==> config.mk <==
export PLATFORM = sky130hd
export DESIGN_NAME = sha256_msg_schedule_flat
export DESIGN_NICKNAME = d
export VERILOG_FILES = /design/src/rtl/sha256_msg_schedule_if.sv /design/src/rtl/sha256_msg_schedule.sv /design/src/flat_wrapper.sv
export SDC_FILE = /design/constraint.sdc
export NUM_CORES = 1
export LEC_CHECK = 0
export ABC_AREA = 1
export CORE_UTILIZATION = 40
export CTS_CLUSTER_SIZE = 16
export DETAILED_ROUTE_END_ITERATION = 8
export GPL_TIMING_DRIVEN = 0
export PLACE_DENSITY = 0.64
export SYNTH_ARGS = -nofsm -noshare
export SYNTH_HDL_FRONTEND = slang
export SYNTH_SLANG_ARGS = --single-unit
==> constraint.sdc <==
create_clock -name clk -period 4.68 [get_ports clk]
set_input_delay 0.936 -clock clk [delete_from_list [all_inputs] [get_ports clk]]
set_output_delay 0.936 -clock clk [all_outputs]
set_load 0.005 [all_outputs]
==> src/rtl/sha256_msg_schedule_if.sv <==
// sha256_msg_schedule_if: message-word input and schedule-word output handshakes
interface sha256_msg_schedule_if;
  logic        in_valid;
  logic        in_ready;
  logic [31:0] in_word;
  logic        out_valid;
  logic        out_ready;
  logic [31:0] out_word;
  logic [5:0]  out_index;
  logic        out_last;
  modport master (output in_valid, in_word, out_ready,
                  input  in_ready, out_valid, out_word, out_index, out_last);
  modport slave  (input  in_valid, in_word, out_ready,
                  output in_ready, out_valid, out_word, out_index, out_last);
endinterface

==> src/rtl/sha256_msg_schedule.sv <==
// sha256_msg_schedule: loads 16 message words, then streams W[0..63] from a sliding window
module sha256_msg_schedule (
  input logic                   clk,
  input logic                   rst_n,
  input logic                   clear,
  sha256_msg_schedule_if.slave  bus
);
  typedef enum logic {LOAD, EXPAND} state_t;
  state_t      state, nxt;
  logic [31:0] win [16];
  logic [3:0]  cnt;
  logic [5:0]  t;
  logic        in_hs, out_hs;
  logic [31:0] s0, s1, w_new;
  assign s0    = {win[1][6:0], win[1][31:7]} ^ {win[1][17:0], win[1][31:18]} ^ (win[1] >> 3);
  assign s1    = {win[14][16:0], win[14][31:17]} ^ {win[14][18:0], win[14][31:19]} ^ (win[14] >> 10);
  assign w_new = s1 + win[9] + s0 + win[0];
  assign bus.in_ready  = state == LOAD;
  assign bus.out_valid = state == EXPAND;
  assign bus.out_word  = bus.out_valid ? win[0] : '0;
  assign bus.out_index = t;
  assign bus.out_last  = bus.out_valid && t == 6'd63;
  assign in_hs  = bus.in_valid && bus.in_ready;
  assign out_hs = bus.out_valid && bus.out_ready;
  always_comb begin
    nxt = state;
    if (clear) nxt = LOAD;
    else if (in_hs && cnt == 4'd15) nxt = EXPAND;
    else if (out_hs && t == 6'd63) nxt = LOAD;
  end
  // cnt and t both wrap to 0 naturally at the end of load and expand
  always_ff @(posedge clk or negedge rst_n) begin
    if (!rst_n) begin
      state <= LOAD;
      cnt   <= '0;
      t     <= '0;
      for (int i = 0; i < 16; i++) win[i] <= '0;
    end else begin
      state <= nxt;
      if (clear) begin
        cnt <= '0;
        t   <= '0;
      end else if (in_hs) begin
        win[cnt] <= bus.in_word;
        cnt      <= cnt + 4'd1;
        t        <= '0;
      end else if (out_hs) begin
        for (int i = 0; i < 15; i++) win[i] <= win[i+1];
        win[15] <= w_new;
        t       <= t + 6'd1;
      end
    end
  end
endmodule

==> src/flat_wrapper.sv <==
// flat-port wrapper written by rule: the top's interface ports become plain ports
module sha256_msg_schedule_flat 
  (clk, rst_n, clear, bus_in_valid, bus_in_word, bus_out_ready, bus_in_ready, bus_out_valid, bus_out_word, bus_out_index, bus_out_last);
  sha256_msg_schedule_if bus_i ();
  input logic clk;
  input logic rst_n;
  input logic clear;
  input wire logic [$bits(bus_i.in_valid)-1:0] bus_in_valid;
  input wire logic [$bits(bus_i.in_word)-1:0] bus_in_word;
  input wire logic [$bits(bus_i.out_ready)-1:0] bus_out_ready;
  output wire logic [$bits(bus_i.in_ready)-1:0] bus_in_ready;
  output wire logic [$bits(bus_i.out_valid)-1:0] bus_out_valid;
  output wire logic [$bits(bus_i.out_word)-1:0] bus_out_word;
  output wire logic [$bits(bus_i.out_index)-1:0] bus_out_index;
  output wire logic [$bits(bus_i.out_last)-1:0] bus_out_last;
  assign bus_i.in_valid = bus_in_valid;
  assign bus_i.in_word = bus_in_word;
  assign bus_i.out_ready = bus_out_ready;
  assign bus_in_ready = bus_i.in_ready;
  assign bus_out_valid = bus_i.out_valid;
  assign bus_out_word = bus_i.out_word;
  assign bus_out_index = bus_i.out_index;
  assign bus_out_last = bus_i.out_last;
  sha256_msg_schedule u_core (.clk(clk), .rst_n(rst_n), .clear(clear), .bus(bus_i));
endmodule
==> key figures, run 1 <==
Status
  – Status: complete, no violations

Drt
  – Routed WL: 110100 um
  – Initial detailed-routing violation count: between 2000 and 3000
  – Highest Signal Layer: met4
  – Post-route DRC violation count: 0
  – Post-DRT Antenna Nets: 0
  – Routed length on met2: ~49000 um
  – Drt first pass iters: 8
  – Vias per cell: around 5.4
  – Met1 WL: 46990 um
  – DR WL met3: 7723 um
  – Routed len/inst: 22.00 um
  – Vias: 26777

Logic synthesis
  – Post-synth EDFFs: 0
  – Syn Std Cell Area: 30050 um2
  – Flops & latches, synth: 523
  – Syn Area/Cell: 7.810 um2
  – Ys async rst share: 100.0%
  – Sequential share of the synthesized area: 43.56%
  – Post-Syn Instances: just under 4000
  – Yosys cell types: 44
  – Synthesis Warnings: 0
  – Ys flop type: dfrtp_1
  – Syn_nets: 3982

Finish
  – Commonest cells after routing, fill and taps aside: nand2_1 (813), inv_1 (769), dfrtp_1 (523), o21ai_0 (490), o22ai_1 (451)
  – Final cell count without fillers: 5004
  – Layout cell share with drive strength beyond 1: 7.435%
  – Design Area, Final: ~34000 um2
  – FILL cells: approximately 7500
  – Final Util: between 40 and 50%
  – Leading cell type in the layout, fill and taps excluded: nand2_1
  – Nets: 4124
  – # diodes: 0
  – Area Overhead vs Synth: 13.92%

Worst setup path
  – Critical Path Fanout Max: 5
  – Crit path DAT: 4910 ps
  – Setup CP Type: register to register
  – WP data required: approximately 5200 ps
  – CP endpoint kind: register
  – Startpoint types: register

Worst hold path
  – Min-Delay Path Class: input pin to async pin

CTS
  – Clk_lat worst skew: 630 ps
  – Max clock buf depth: 3
  – Clk sinks: 523
  – CTS buffer count: 58
  – Clk slew on worst S/H paths: 60 ps
  – H-tree levels: 2
  – Root buffer cell: clkbuf_16
  – Resized cells post-CTS: 0
  – # Post-CTS Setup Buffers: 0
  – CTS Hold Buffers Added: 0
  – CTS tree: built

GRT
  – Initial antenna violation count: 0
  – Global-route wire length before repair: approximately 160000 um
  – Vias in the first global route: 25567
  – Largest net degree at the start of global routing: a little over 100
  – Grt ovf: 0
  – Tot GR Track Use: 28.64%

Timing
  – Final cycle utilization of the critical path: between 90% and 100%
  – Final Hold Fails: 0
  – Peak Freq: 0.2290 GHz
  – Setup Skew: 13.68 ps
  – Setup TNS Final: 0 ps
  – Post-layout min period: between 4000 and 5000 ps
  – Final setup viols: 0
  – RSZ-0062 raised after global routing: false
  – Max-slew violation count: 0
  – Setup WS post-layout: 313.2 ps
  – Slew HR: 35.99%
  – Slew @ Worst Pin: 960.1 ps
  – Worst hold slack: ~200 ps

Pwr
  – P_leak: 16.64 nW
  – Peak VDD IR: 0.6705 mV
  – Power, Total: 30.39 mW
  – Pwr dens: 887.7 nW/um2

Placement
  – Placement Cell Area: 32170 um2
  – Port buffer count: 77
  – Final HPWL DP: around 85000 um
  – Gpl congestion: 1.027
  – Pre-CTS setup slack: between 300 and 400 ps
  – Cells after DPL: 4898

Die
  – Die width: 276.1 um
  – # rows: 100
  – Die area: 76210 um2
  – Core area: between 70000 and 80000 um2
  – I/O pin cnt: 78
  – Starting Density: around two fifths
  – Die height: 276.1 um

Job
  – MaxCap Viol Count: 0
-- report_power, final --
| group | internal, mW | switching (mW) |
|---|---|---|
| Clock | 3.00 | 1.97 |
| Combinational | 6.55 | 12.9 |
| Sequential | 5.35 | 0.598 |
-- path summary, 6_finish.rpt --
check                                       startpoint                     endpoint  slack (ps)  cells after the start
max in group asynchronous                        rst_n  u_core.win[506]$_DFFE_PN0P_        2680                      4
setup / recovery           u_core.win[479]$_DFFE_PN0P_   u_core.win[26]$_DFFE_PN0P_         310                     18
min in group clk           u_core.win[290]$_DFFE_PN0P_  u_core.win[290]$_DFFE_PN0P_         520                      2
setup reg to reg           u_core.win[479]$_DFFE_PN0P_   u_core.win[26]$_DFFE_PN0P_         310                     18
hold / removal                                   rst_n  u_core.win[297]$_DFFE_PN0P_         200                      1
hold reg to reg            u_core.win[290]$_DFFE_PN0P_  u_core.win[290]$_DFFE_PN0P_         520                      2
-- Yosys cell counts (8+ instances only) --
cell	n	share of area [%]
clkbuf_1	89	1.1
nand2_1	813	10
fa_1	62	4.1
nor3_1	10	0.17
o21ai_1	20	0.33
ha_1	36	1.5
o22ai_1	451	9.4
o21ai_0	490	8.2
dfrtp_1	523	44
nor2_1	90	1.1
xor2_1	66	1.9
o21ai_4	8	0.43
inv_1	769	9.6
a31oi_1	21	0.44
buf_2	134	2.2
buf_4	28	0.70
nand3_1	54	0.90
xnor2_1	55	1.6
a21oi_1	73	1.2
-- state kept, by name, indices dropped and copies added, names as in the netlist --
signal,flops
u_core.bus.out_valid,1
u_core.win,512
u_core.cnt,4
u_core.bus.out_index,6
-- layout make-up --
| type | instances | area, um2 | share of cell area, % |
|---|---|---|---|
| Tap cell | 969 | 1212 | 3.542 |
| Clock inverter | 26 | 370.4 | 1.082 |
| Sequential cell | 523 | 13090 | 38.24 |
| Timing Repair Buffer | 82 | 913.4 | 2.669 |
| Buffer | 254 | 1241 | 3.626 |
| Inverter | 777 | 2922 | 8.536 |
| Clock buffer | 80 | 1685 | 4.924 |
| Multi-Input combinational cell | 2293 | 12800 | 37.38 |
-- cell families (layout without fill, tap and decap cells) --
| logic type | count (synthesis) | in the layout | synth area share [%] |
|---|---|---|---|
| AO/OA/AOI/OAI | 1086 | 1086 | 20.60 |
| XOR/XNOR | 121 | 121 | 3.527 |
| adder cells (fa/ha/maj) | 98 | 98 | 5.630 |
| buffers and inverters | 1031 | 1219 | 13.85 |
| flip-flops | 523 | 523 | 43.56 |
| AND/OR/NAND/NOR | 988 | 988 | 12.83 |
-- critical path, cell delays in order, from the launching register on --
cell      delay, ps
dfrtp_1         320
clkbuf_1        330
xnor2_1         180
xor2_1          490
inv_1           130
fa_1            550
inv_1            60
fa_1            470
inv_1            40
ha_1            360
nand2_1         100
inv_1            80
nand2_1          70
nor3_1          370
and2_1          190
nand2_1         120
nand3_1         120
nand3_1         130
a21oi_1         170
-- metal layers --
layer | track usage (%) | vias to the layer above
met1 | 39.14 | 12771
met2 | 45.03 | 1113
met4 | 14.10 | 0
met5 | 0 | -
met3 | 3.515 | 237
li1 | - | 12656
No activity file was read; power rests on OpenSTA's default activity.
==> run 2, diff against run 1 <==
--- a/constraint.sdc
+++ b/constraint.sdc
@@ -3,2 +3,2 @@
 set_output_delay 0.936 -clock clk [all_outputs]
-set_load 0.005 [all_outputs]
+set_load 0.1 [all_outputs]
==> results of run 2 <==
Same layout as run 1 (identical final DEF). Status: complete, no violations.
